===== src/rtl/if_fetch.sv =====
// Instruction fetch stage: PC, in-order imem reads, prefetch FIFO, redirect and halt.
// Optional IF_HALT_PREDECODE_EN: halt on popping a [31:30]=11, [28]=1 word.
module if_fetch #(
  parameter int unsigned   AW       = 16,
  parameter int unsigned   DEPTH    = 2,
  parameter logic [AW-1:0] RESET_PC = '0,
  parameter logic [31:0]   NOP_WORD = 32'hC800_0000
) (
  input  logic          clk,
  input  logic          rst,
  output logic          imem_req,
  output logic [AW-1:0] imem_addr,
  input  logic [31:0]   imem_rdata,
  input  logic          imem_rvalid,
  input  logic          br_taken,
  input  logic [AW-1:0] br_target,
  input  logic          halt_in,
  input  logic          id_ready,
  output logic [31:0]   instruction,
  output logic [AW-1:0] instr_pc,
  output logic          instr_valid,
  output logic          halted
);

  localparam int unsigned PW = (DEPTH > 1) ? $clog2(DEPTH) : 1;
  localparam int unsigned CW = PW + 1;

  logic [AW-1:0] pc;
  logic [31:0]   fifo_data [DEPTH];
  logic [AW-1:0] fifo_pc   [DEPTH];
  logic [AW-1:0] tag_q     [DEPTH];
  logic [PW-1:0] f_rd, f_wr, t_rd, t_wr;
  logic [CW-1:0] occ, outstanding, drop_cnt;
  logic [CW:0]   in_use;
  logic [31:0]   head_word;
  logic          redirect, pop, push, pre_halt;

  assign redirect    = br_taken & ~halted;
  assign head_word   = fifo_data[f_rd];
  assign instr_valid = (occ != '0) & ~halted;
  assign pop         = instr_valid & id_ready & ~redirect;
  assign push        = imem_rvalid & (drop_cnt == '0) & ~redirect & ~halted;

  // A slot popped this cycle is already free, which is what sustains 1 instr/cycle at DEPTH=2.
  assign in_use   = {1'b0, occ} + {1'b0, outstanding} - (CW+1)'(pop);
  assign imem_req = ~rst & ~halted & ~br_taken & (in_use < (CW+1)'(DEPTH));
  assign imem_addr = pc;

  assign instruction = instr_valid ? head_word      : NOP_WORD;
  assign instr_pc    = instr_valid ? fifo_pc[f_rd]  : '0;

`ifdef IF_HALT_PREDECODE_EN
  assign pre_halt = pop & (head_word[31:30] == 2'b11) & head_word[28];
`else
  assign pre_halt = 1'b0;
`endif

  always_ff @(posedge clk or posedge rst) begin
    if (rst) begin
      pc          <= RESET_PC;
      f_rd        <= '0;
      f_wr        <= '0;
      t_rd        <= '0;
      t_wr        <= '0;
      occ         <= '0;
      outstanding <= '0;
      drop_cnt    <= '0;
      halted      <= 1'b0;
    end else begin
      if (halt_in || pre_halt) halted <= 1'b1;
      outstanding <= outstanding + CW'(imem_req) - CW'(imem_rvalid);
      if (redirect) begin
        pc       <= br_target;
        f_rd     <= '0;
        f_wr     <= '0;
        t_rd     <= '0;
        t_wr     <= '0;
        occ      <= '0;
        drop_cnt <= outstanding - CW'(imem_rvalid);
      end else begin
        if (imem_req) begin
          pc   <= pc + 1'b1;
          t_wr <= t_wr + 1'b1;
        end
        if (push) begin
          f_wr <= f_wr + 1'b1;
          t_rd <= t_rd + 1'b1;
        end
        if (pop) f_rd <= f_rd + 1'b1;
        occ <= occ + CW'(push) - CW'(pop);
        if (imem_rvalid && drop_cnt != '0) drop_cnt <= drop_cnt - 1'b1;
      end
    end
  end

  always_ff @(posedge clk) begin
    if (imem_req) tag_q[t_wr] <= pc;
    if (push) begin
      fifo_data[f_wr] <= imem_rdata;
      fifo_pc[f_wr]   <= tag_q[t_rd];
    end
  end

  always_ff @(posedge clk) begin
    if (!rst) assert (!(push && !pop && occ == CW'(DEPTH)));
  end

endmodule

===== config.mk =====
export PLATFORM = sky130hd
export DESIGN_NAME = if_fetch
export DESIGN_NICKNAME = d
export VERILOG_FILES = /design/src/rtl/if_fetch.sv
export SDC_FILE = /design/constraint.sdc
export NUM_CORES = 1
export LEC_CHECK = 0
export BUFFER_PORTS_ARGS = -buffer_cell sky130_fd_sc_hd__buf_2
export CORE_MARGIN = 5
export CORE_UTILIZATION = 59
export CTS_CLUSTER_SIZE = 28
export DETAILED_ROUTE_END_ITERATION = 8
export GPL_ROUTABILITY_DRIVEN = 0
export PLACE_DENSITY = 0.84
export SLEW_MARGIN = 20
export SYNTH_ARGS = -nofsm -noshare
export SYNTH_HDL_FRONTEND = slang
export SYNTH_SLANG_ARGS = --single-unit

===== constraint.sdc =====
create_clock -name clk -period 5.65 [get_ports clk]
set_clock_uncertainty 0.1 [all_clocks]
set_input_delay 1.13 -clock clk [delete_from_list [all_inputs] [get_ports clk]]
set_output_delay 1.13 -clock clk [all_outputs]
set_load 0.02 [all_outputs]

### Word level (Yosys, flattened, before mapping)

Memories as Yosys holds them, arrays and structs flattened.
Index checks and enable logic that the tools add are counted.

| operators by class | value |
|---|---|
| add/subtract/negate cells | 13 |
| magnitude comparators | 1 |
| multiplexer cells | 19 |
| bitwise operators | 14 |
| reduce and logical (&&, ||, !) cells | 8 |

Operator list:

| cell | count |
|---|---|
| $mux 16 | 3 |
| $mux 32 | 1 |
| $add 16x1->16 const B | 1 |
| $mux 1 | 12 |
| $reduce_bool 2->1 | 6 |
| $and 1x1->1 | 10 |
| $mux 2 | 3 |
| $sub 2x1->2 | 3 |
| $add 1x1->1 const B | 4 |
| $add 2x1->2 | 2 |
| $not 1->1 | 4 |
| $add 2x2->3 | 1 |
| $lt 3x2->1 const B | 1 |
| $sub 3x1->3 | 1 |
| $logic_not 2->1 | 1 |
| $sub 2x1->2 const B | 1 |
| $logic_and 1x1->1 | 1 |

| storage, ports and cells | value |
|---|---|
| flip-flop bits (word level) | 27 |
| RAM bits | 128 |
| input bits | 54 |
| output and inout bits | 67 |
| word-level logic and storage cells | 67 |
| memories | 3 |

Memories:

| name | depth | width | rd ports | clocked after memory_dff | wr ports | RTL line | text |
|---|---|---|---|---|---|---|---|
| fifo_data | 2 | 32 | 1 | 0 | 1 | 29 | `logic [31:0] fifo_data [DEPTH];` |
| fifo_pc | 2 | 16 | 1 | 0 | 1 | 30 | `logic [AW-1:0] fifo_pc [DEPTH];` |
| tag_q | 2 | 16 | 1 | 0 | 1 | 31 | `logic [AW-1:0] tag_q [DEPTH];` |

### Depth between registers and ports, before layout

| depth | value |
|---|---|
| depth after elaboration | 9 |
| depth in mapped cells | 12 |
| mapped depth without buffers | 11 |

### Worst setup path before layout

No wires, ideal clock.

| timing path | value |
|---|---|
| kind | reg2out |
| start | reg halted |
| end | out imem_req |
| arrival | 3.083 ns |
| required time | 4.420 ns |
| slack | 1.337 ns |
| stages on the path, launching flop included | 12 |
| buffers on the path | 1 |
| cell sequence | dfrtp_1 > o21bai_1 > clkbuf_1 > inv_1 > nand2_1 > nor2_1 > ha_1 > nand2b_1 > fa_1 > xor2_1 > nand2_1 > inv_1 |

| on the way | value |
|---|---|
| longest elaborated chain between the ends | 7 |
| elaborated cells on any way between the ends | 11 |
| those cells by class | 1 x add/sub; 1 x order compare; 9 x bitwise |

Ends and longest elaborated chain:

| element | RTL line | text |
|---|---|---|
| start, declared | 22 | `output logic halted` |
| start signal, assigned | 68 | `halted <= 1'b0;` |
| start signal, assigned | 70 | `if (halt_in \|\| pre_halt) halted <= 1'b1;` |
| $not 1->1 | 40 | `assign instr_valid = (occ != '0) & ~halted;` |
| $and 1x1->1 | 40 |  |
| via instr_valid | 21 | `output logic instr_valid,` |
| $and 1x1->1 (2 in series) | 41 | `assign pop = instr_valid & id_ready & ~redirect;` |
| $sub 3x1->3 | 45 | `assign in_use = {1'b0, occ} + {1'b0, outstanding} - (CW+1)'(pop);` |
| $lt 3x2->1 | 46 | `assign imem_req = ~rst & ~halted & ~br_taken & (in_use < (CW+1)'(DEPTH));` |
| $and 1x1->1 | 46 |  |
| end, declared | 11 | `output logic imem_req,` |

The timed path passes the listed nets, and every way through them passes these cells.

### Worst setup path in the final report

| timing path | value |
|---|---|
| start | reg halted |
| end | out imem_req |

| on the way | value |
|---|---|
| longest elaborated chain between the ends | 7 |
| elaborated cells on any way between the ends | 11 |
| those cells by class | 1 x add/sub; 1 x order compare; 9 x bitwise |

Ends and longest elaborated chain:

| element | RTL line |
|---|---|
| $not 1->1 (*) | 38, 40, 46 |
| $and 1x1->1 (on tied branches) | 40, 38 |
| $and 1x1->1 / $not 1->1 (equally long branches) | 41 |
| $and 1x1->1 | 41 |
| $sub 3x1->3 | 45 |
| $lt 3x2->1 | 46 |
| $and 1x1->1 (*) | 46 |

Mark *: on every way between the ends. The rest lies on a longest branch, timed or not.

==> impl_results.md <==
* Peak Freq at 200.4 MHz
* Clock slew at reported path FFs at 0.06 ns
* Max FO, Critical Path at 11
* Clk_lat worst skew at about 0.52 ns
* Leak at 2.938 nW
* Total of warnings raised by yosys at 0
* Count of flip-flops with a built-in enable after synthesis at ~130
* Status: complete, no violations
* Seq cells post-synth at ~160
* RSZ-0062 raised after global routing: no
* Syn avg cell area at about 15 um^2
* Yosys top cell by area: edfxtp_1
* Num CTS Buffers at 17
* Input/output buffers at 120
* Diodes inserted at 0
* Worst hold path type: reg2reg
* Chip Width at about 110 um
* Fin crit period at 4.991 ns
* Setup WS post-layout at 0.6593 ns
* Syn_nets at roughly 480
* Drt total wl at 11810 um
* Peak VDD IR at approximately 0.26 mV
* Post-synth top flop: edfxtp_1
* Hold buffers post-CTS at 0
* Hold path start: imem_addr[14]
* Global-route wire length before repair at around 19000 um
* # resized after CTS at 0
* Crit path DAT at 3.76 ns
* M1 WL at between 5000 and 6000 um
* Detailed route wirelength on metal3 at around 800 um
* Cells after synthesis at between 400 and 500
* CTS tree: built
* DRT antenna net count at 0
* R2r setup slk at 1.77 ns
* Initial Util at between 60% and 70%
* Synth area leaders: edfxtp_1 (61%), dfrtp_1 (11%), mux2i_1 (7.8%)
* Tot Pwr at approximately 2.6 mW
* Initial antenna violation count at 0
* Global Route Usage Sum at between 15 and 20%
* Most frequent cells after synthesis: edfxtp_1 (128), nor2_1 (64), mux2i_1 (49)
* Final std cells w/o fill at about 700
* Core footprint at roughly 10000 um^2
* Routed vias/inst at 5.405
* Post-route clock period utilization at 88.33%
* Wire length on met2 at roughly 5700 um
* CTS HTree Levels at 4
* Drt initial violations at roughly 280
* CTS max path bufs at 2
* Worst r2r src: halted
* DRT Pass-1 Iters at 5
* Die area at 12810 um^2
* DR top layer: met4
* Worst r2r dst: imem_addr[12]
* PwrDens at between 300 and 400 nW/um^2
* Overflow after GRT at 0
* Io pins at between 100 and 150
* Distinct cells, synth at 35
* Layout cells sized above 1 at between 30% and 40%
* Cell area after synthesis at around 6300 um^2
* Hold Path Stages at 0
* Inst Count DP at approximately 660
* Total clock sinks at roughly 160
* Data required time of the critical path at about 4.4 ns
* Setup Viol. Count Final at 0
* Via count at 3762
* FFs w/ async S/R, synth at ~17%
* Nets at a little over 600
* Num rows at 37
* Reg2reg path depth at 11
* Most frequent cell after synthesis: edfxtp_1
* Worst slew margin at 46.44%
* Seq/Total Area, Yosys at a little under three quarters
* Total of max-cap violations at 0
* Worst-Margin Slew at about 0.80 ns
* Number of remaining DRC errors at 0
* Fin. max-slew vios at 0
* Hold EP: tag_q[0][14]
* Number of global-route vias before repair at roughly 3800
* Type of destination of the critical path: primary output
* Critical setup path kind: reg2out
* Pre-CTS WS at between 0.5 and 0.6 ns
* Largest net degree at the start of global routing at between 40 and 50
* Top cell type's share of synthesized area at around three fifths
* Routed len/inst at 16.96 um
* Synthesis-to-finish area growth at 21.35%
* Setup TNS at 0 ns
* CTS root buffer: clkbuf_8
* DPL Wire Length at 7890 um
* Startpoint types: flop
* Die Height at approximately 110 um
* Final Hold Vio Count at 0
* Post-CTS Setup Bufs at 0
[cell usage in the layout, fill, tap and decap left out, types with 6 or more instances in the layout]
| cell type | instances |
|---|---|
| mux2i_1 | 49 |
| or3_1 | 6 |
| nand2_1 | 16 |
| dfrtp_1 | 26 |
| inv_1 | 12 |
| nand3_1 | 9 |
| a31oi_1 | 9 |
| clkbuf_16 | 16 |
| mux2_2 | 16 |
| xnor2_1 | 6 |
| ha_1 | 7 |
| o21ai_0 | 15 |
| xor2_1 | 8 |
| buf_2 | 120 |
| nor2_1 | 62 |
| edfxtp_1 | 128 |
[worst max path at each step]
stage / from / to / slack (ns) / depth (start not counted)
after floorplan: halted / imem_req / 1.34 / 11
after global placement: occ[1] / imem_req / 0.72 / 11
after detailed placement: occ[1] / imem_req / 0.59 / 11
after CTS: occ[1] / imem_req / 0.02 / 11
after global routing: halted / imem_req / 0.37 / 11
final: halted / imem_req / 0.66 / 11
[where the power goes]
group | total (mW) | switching (mW) | internal (mW)
Combinational | 0.236 | 0.133 | 0.102
Clock | 1.07 | 0.400 | 0.666
Sequential | 1.33 | 0.0484 | 1.28
[through the flow]
step           area [um^2]  hold slack, ns  util (%)
2_1_floorplan         6282          0.3833         -
3_3_place_gp          7046          0.4184     67.94
3_5_place_dp          7046          0.4293     67.94
4_1_cts               7601          0.4419     73.30
5_1_grt               7624          0.4751     73.52
6_report              7624          0.4360     73.52
[area by class of cell]
class	instances	area, um^2
Clock buffer	22	432.9
Inverter	13	48.80
Sequential cell	155	4521
Timing Repair Buffer	125	650.6
Fill cell	639	2746
Multi-Input combinational cell	236	1678
Tap cell	136	170.2
Clock inverter	9	122.6
[sequential cells by signal, summed over array words and instances (netlist names)]
signal	flops
fifo_data	64
fifo_pc	32
tag_q	32
imem_addr	16
drop_cnt	2
occ	2
outstanding	2
f_rd	1
f_wr	1
halted	1
t_rd	1
t_wr	1
[layer usage]
layer | global-route usage [%] | vias up
met1 | 25.44 | 1792
li1 | - | 1797
met2 | 31.64 | 153
met4 | 7.933 | 0
met3 | 4.866 | 20
met5 | 0 | -
[logic make-up (layout without fill, tap and decap cells)]
| family | count (synthesis) | count (layout) | share of synthesized area (%) |
|---|---|---|---|
| DFF | 155 | 155 | 71.94 |
| xor gates and xnor gates | 14 | 14 | 1.952 |
| buffers and inverters | 30 | 169 | 1.812 |
| AOI/OAI and AO/OA | 32 | 32 | 2.987 |
| and+or+nand+nor | 117 | 117 | 8.923 |
| muxes | 65 | 65 | 10.68 |
| adders and majority gates | 8 | 8 | 1.713 |
[critical path, cell delays in order, from the launching register on]
cell and delay, ns:
dfrtp_1 0.48, o21bai_4 0.31, inv_1 0.16, nand2_1 0.13
nor2_1 0.17, ha_1 0.25, nand2b_1 0.16, fa_1 0.38
xor2_1 0.56, nand2_1 0.36, inv_1 0.11, buf_2 0.16
Power figures use the tool's default switching activity.
